$ cat src/rtl/memstage.sv
// LEGv8 memory-access stage: req/ack data-memory FSM, NZCV flags register,
// branch resolution and the registered MEM/WB outputs.
module memstage #(
    parameter int WORDSIZE    = 64,
    parameter int OPCODESIZE  = 11,
    parameter int REGADDRSIZE = 5,
    parameter int CTRLSIZE    = 8
) (
    input  logic                   clk,
    input  logic                   rst,
    input  logic [CTRLSIZE-1:0]    control,
    input  logic [OPCODESIZE-1:0]  opcode,
    input  logic [WORDSIZE-1:0]    branchpc,
    input  logic [WORDSIZE-1:0]    alures,
    input  logic [WORDSIZE-1:0]    movres,
    input  logic [WORDSIZE-1:0]    readreg2,
    input  logic [3:0]             flagstoset,
    input  logic [REGADDRSIZE-1:0] rd,
    output logic                   stall,
    output logic                   pcsrc,
    output logic [WORDSIZE-1:0]    branchtarget,
    output logic [3:0]             flags,
    output logic                   dmem_req,
    output logic                   dmem_we,
    output logic [WORDSIZE-1:0]    dmem_addr,
    output logic [WORDSIZE-1:0]    dmem_wdata,
    input  logic [WORDSIZE-1:0]    dmem_rdata,
    input  logic                   dmem_ack,
    output logic                   wb_regwrite,
    output logic [REGADDRSIZE-1:0] wb_rd,
    output logic [WORDSIZE-1:0]    wb_data
);

    typedef enum logic [1:0] {
        IDLE = 2'd0,
        REQ  = 2'd1,
        DONE = 2'd2
    } state_t;

    state_t              state, state_next;
    logic [WORDSIZE-1:0] rdata_q;
    logic [WORDSIZE-1:0] wb_data_next;
    logic                memread, memwrite, regwrite, memtoreg;
    logic                condbranch, uncondbranch, setflags, movsel;
    logic                memop, cond_true, taken;
    logic [7:0]          op_hi;
    logic                unused_bits;

    assign memread      = control[0];
    assign memwrite     = control[1];
    assign regwrite     = control[2];
    assign memtoreg     = control[3];
    assign condbranch   = control[4];
    assign uncondbranch = control[5];
    assign setflags     = control[6];
    assign movsel       = control[7];
    assign op_hi        = opcode[OPCODESIZE-1 -: 8];
    assign unused_bits  = ^{opcode[OPCODESIZE-9:0], rd[REGADDRSIZE-1:4]};

    assign memop        = memread | memwrite;
    assign stall        = memop & (state != DONE);
    assign dmem_req     = (state == REQ);
    assign dmem_we      = memwrite;
    assign dmem_addr    = alures;
    assign dmem_wdata   = readreg2;
    assign branchtarget = branchpc;

    always_comb begin
        // NOTE: every signal driven here gets a default first, so no path can infer a latch.
        state_next = state;
        unique case (state)
            IDLE:    if (memop) state_next = REQ;
            REQ:     if (dmem_ack) state_next = DONE;
            DONE:    state_next = IDLE;
            default: state_next = IDLE;
        endcase
    end

    // Flags are N Z C V in bits 3..0; B.cond sees the value before this edge.
    always_comb begin
        cond_true = 1'b0;
        unique case (rd[3:0])
            4'h0: cond_true = flags[2];
            4'h1: cond_true = !flags[2];
            4'h2: cond_true = flags[1];
            4'h3: cond_true = !flags[1];
            4'h4: cond_true = flags[3];
            4'h5: cond_true = !flags[3];
            4'h6: cond_true = flags[0];
            4'h7: cond_true = !flags[0];
            4'h8: cond_true = flags[1] & !flags[2];
            4'h9: cond_true = !(flags[1] & !flags[2]);
            4'hA: cond_true = (flags[3] == flags[0]);
            4'hB: cond_true = (flags[3] != flags[0]);
            4'hC: cond_true = !flags[2] & (flags[3] == flags[0]);
            4'hD: cond_true = !(!flags[2] & (flags[3] == flags[0]));
            default: cond_true = 1'b1;
        endcase
    end

    always_comb begin
        taken = uncondbranch
              | (condbranch & (op_hi == 8'h54) & cond_true)
              | ((op_hi == 8'hB4) & (readreg2 == '0))
              | ((op_hi == 8'hB5) & (readreg2 != '0));
        pcsrc = taken & ~stall;
    end

    always_comb begin
        wb_data_next = alures;
        if (memtoreg)
            wb_data_next = rdata_q;
        else if (movsel)
            wb_data_next = movres;
    end

    // NOTE: sequential state uses non-blocking assignments so every register samples pre-edge values.
    always_ff @(posedge clk or posedge rst) begin
        if (rst) begin
            state   <= IDLE;
            rdata_q <= '0;
            flags   <= 4'b0000;
        end else begin
            state <= state_next;
            if (state == REQ && dmem_ack)
                rdata_q <= dmem_rdata;
            if (!stall && setflags)
                flags <= flagstoset;
        end
    end

    // A stalled edge pushes a bubble into MEM/WB.
    always_ff @(posedge clk or posedge rst) begin
        if (rst) begin
            wb_regwrite <= 1'b0;
            wb_rd       <= '0;
            wb_data     <= '0;
        end else if (stall) begin
            wb_regwrite <= 1'b0;
            wb_rd       <= '0;
            wb_data     <= '0;
        end else begin
            wb_regwrite <= regwrite;
            wb_rd       <= rd;
            wb_data     <= wb_data_next;
        end
    end

endmodule

$ cat config.mk
export PLATFORM = sky130hd
export DESIGN_NAME = memstage
export DESIGN_NICKNAME = d
export VERILOG_FILES = /design/src/rtl/memstage.sv
export SDC_FILE = /design/constraint.sdc
export NUM_CORES = 1
export LEC_CHECK = 0
export ABC_AREA = 0
export BUFFER_PORTS_ARGS = -buffer_cell sky130_fd_sc_hd__buf_2
export CORE_AREA = 2 2 239 241
export CTS_BUF_LIST = sky130_fd_sc_hd__clkbuf_16
export CTS_CLUSTER_DIAMETER = 50
export DETAILED_ROUTE_END_ITERATION = 7
export DIE_AREA = 0 0 241 243
export GPL_ROUTABILITY_DRIVEN = 0
export PLACE_DENSITY = 0.45
export SYNTH_ARGS = -nofsm -noshare
export SYNTH_HDL_FRONTEND = slang
export SYNTH_SLANG_ARGS = --single-unit
$ cat constraint.sdc
create_clock -name clk -period 4.45 [get_ports clk]
set_input_delay 0.445 -clock clk [delete_from_list [all_inputs] [get_ports clk]]
set_output_delay 0.445 -clock clk [all_outputs]
set_load 0.1 [all_outputs]
==> results.cfg <==
[grt]
grt.total_usage_pct = 11.66
antenna_found_initial = 11
grt_pass1_vias = 6511
grt-ovfl-total = 0
grt_pass1_wl_um = 46840
grt_max_degree = 93

[synth]
ys_ff_latch = 140
synth.cell_area_um2 = 7785
synth-warning-count = 0
synth_nets = 1118
syn-instance-count = 767
synth_cell_types = 37
synth_enable_flop_cells = 0
ys.flop_type = dfrtp_1
yosysSeqAreaShare_pct = 45.00
avgSynthCellArea_um2 = 10.15
ys_async_sr_fraction_pct = 100.0

[placed_design]
port_buffers = 489
placed_area_um2 = 9686
dp_hpwl_um = 27420

[final_layout]
drive_above_1_share_pct = 56.15
nets = 1403
design_area_um2 = 10380
fillers = 6306
area.growth.synth_to_final_pct = 33.33

[worst_setup_path]
path_class = register to output port
cp.required_ns = 4.01
reg2reg_depth = 4
cp-start-kind = register
cp.arrival_ns = 2.94
endpoint_kind = output port
critPathSlowestCell = or4_1
r2r_end = rdata_q[50]
cp_top_family = compound AO/OA/AOI/OAI gates
path_buf_inv = 1
crit_fanout = 8
cp_cell_sequence = or4_1 > a32o_1 > a211o_1 > a31o_1 > a31oi_1 > buf_2
timing.rr.start = state[0]
rrSetupSlack_ns = 2.40
slowest_delay_ns = 0.55

[cts]
cts.sinks = 140
h-tree-depth = 4
hold_buffers = 0
max-clock-path-buffers = 2
cts_tree = done
post_cts_resized = 0
cts_made_buffers = 17
cts_root_buffer = clkbuf_16
clkSlewWorstSetupHoldPaths_ns = 0.07
clkLatencyLatePin_ns = 0.47
post_cts_buffers = 0

[drt]
drtPass1Iterations = 4
wl_um = 34750
wire_per_inst_um = 19.01
drc = 0
vias_per_cell = 3.553
antenna_left = 0
vias = 6495
drtIter0Drc = 183

[pwr]
power_density_nw_per_um2 = 572.7
ir_drop_v = 0.0002598
finalPower_mw = 5.945
leakage_nw = 5.268

[sta]
relSlewSlack_pct = 23.00
rsz0062_at_grt = no
tns_ns = 0
setup_viol = 0
hold_ws_ns = 0.02220
max_freq_mhz = 295.2
tightest_slew_ns = 1.155
fin_crit_sh_pct = 76.12
fin_skew_ns = 0.01449
hold_viol = 0
report.final.slew_viol_count = 0
fin_crit_ns = 3.387

[job]
max_cap_viol_count = 0

[floorplan]
dieHeight_um = 243
die_w_um = 241
start_util_pct = 13.91
fp.coreArea_um2 = 55950
placementRows = 87
ioPinCount = 621
die-area_um2 = 58560

[outcome]
status = finished clean

[min_path]
holdCritPathClass = input port to async pin
synth_stat cells (2+ instances only):
library cell | instances | area, um2
dfrtp_1 | 140 | 3503
nor2_1 | 133 | 499.2
nor4_1 | 17 | 106.4
buf_4 | 194 | 1456
buf_2 | 2 | 10.01
nand2_1 | 4 | 15.01
xnor2_1 | 3 | 26.28
a21oi_1 | 64 | 320.3
buf_1 | 11 | 41.29
a211oi_1 | 2 | 15.01
nand2b_1 | 3 | 18.77
inv_1 | 6 | 22.52
mux2i_1 | 66 | 660.6
clkbuf_1 | 21 | 78.83
mux2_2 | 68 | 765.7
nor4b_1 | 2 | 17.52
nor2b_1 | 7 | 43.79
nand4_1 | 4 | 25.02
nor3_1 | 2 | 10.01
through the flow:
step	util, %	worst slack [ns]	std cells
floorplan	-	0.2521	767
global placement	17.31	1.468	1789
detailed placement	17.31	1.484	1789
CTS	18.52	1.003	1821
global route	18.53	0.9862	1824
finish	18.55	1.063	1828
kinds of logic after synthesis:
family | share of synthesized area, %
muxes | 18.32
AOI/OAI and AO/OA | 5.368
buffers and inverters | 20.85
xor gates and xnor gates | 0.3376
and+or+nand+nor | 10.13
DFF | 45.00
layer usage:
layer | track usage, % | vias up | part of all wire [%]
li1 | - | 2953 | -
met1 | 10.97 | 3107 | 33
met2 | 20.09 | 354 | 49
met3 | 4.845 | 77 | 9.7
met4 | 8.733 | 4 | 7.9
met5 | 0 | - | 0.086
worst max-delay path by stage:
| stage | startpoint | to | slack [ns] | cells past startpoint |
|---|---|---|---|---|
| after floorplan | rst | flags[0] | 0.25 | 1 |
| after global placement | rd[0] | pcsrc | 1.47 | 7 |
| after detailed placement | rd[0] | pcsrc | 1.48 | 7 |
| after CTS | flags[0] | pcsrc | 1.00 | 6 |
| after global routing | flags[0] | pcsrc | 0.99 | 6 |
| final | flags[0] | pcsrc | 1.06 | 6 |
final cells by class:
cell class,count,area (um2),area share (%)
Sequential cell,140,3503,33.75
Multi-Input combinational cell,392,2674,25.76
Timing Repair Buffer,495,2535,24.42
Clock buffer,17,425.4,4.098
Antenna cell,7,17.52,0.1688
Tap cell,756,945.9,9.113
Clock inverter,15,251.5,2.423
Inverter,6,27.53,0.2652
flip-flops by register name, summed over array words and instances (netlist names):
register / cells
wb_regwrite: 1
wb_rd: 5
flags: 4
wb_data: 64
state: 2
rdata_q: 64
power by group:
group          switching, mW  internal, mW
registers              0.195          1.66
clock network          0.608          1.10
logic                   1.80         0.591
layout by cell type, fill, tap and decap left out, types with 2 or more instances in the layout:
cell / synthesis / routed
clkinv_2: 0 / 3
inv_1: 6 / 6
clkbuf_16: 0 / 17
dfrtp_1: 140 / 140
buf_12: 0 / 3
buf_2: 2 / 487
xnor2_1: 3 / 3
clkinv_1: 0 / 2
bufinv_16: 0 / 7
nand2_1: 4 / 3
a211oi_1: 2 / 2
nand2b_1: 3 / 3
nor4_1: 17 / 17
a21oi_1: 64 / 64
nor4b_1: 2 / 2
nor3_1: 2 / 2
mux2_2: 68 / 68
mux2i_1: 66 / 66
nor2b_1: 7 / 7
nor2_1: 133 / 133
buf_4: 194 / 5
diode_2: 0 / 7
clkinvlp_4: 0 / 2
nand4_1: 4 / 4
worst register-to-register path, stage by stage, from the launching register on:
cell and delay (ns):
dfrtp_1 0.37, inv_1 0.09, nor2_1 0.24, nand2_4 0.51
mux2_2 0.74
No activity file was read; power rests on OpenSTA's default activity.
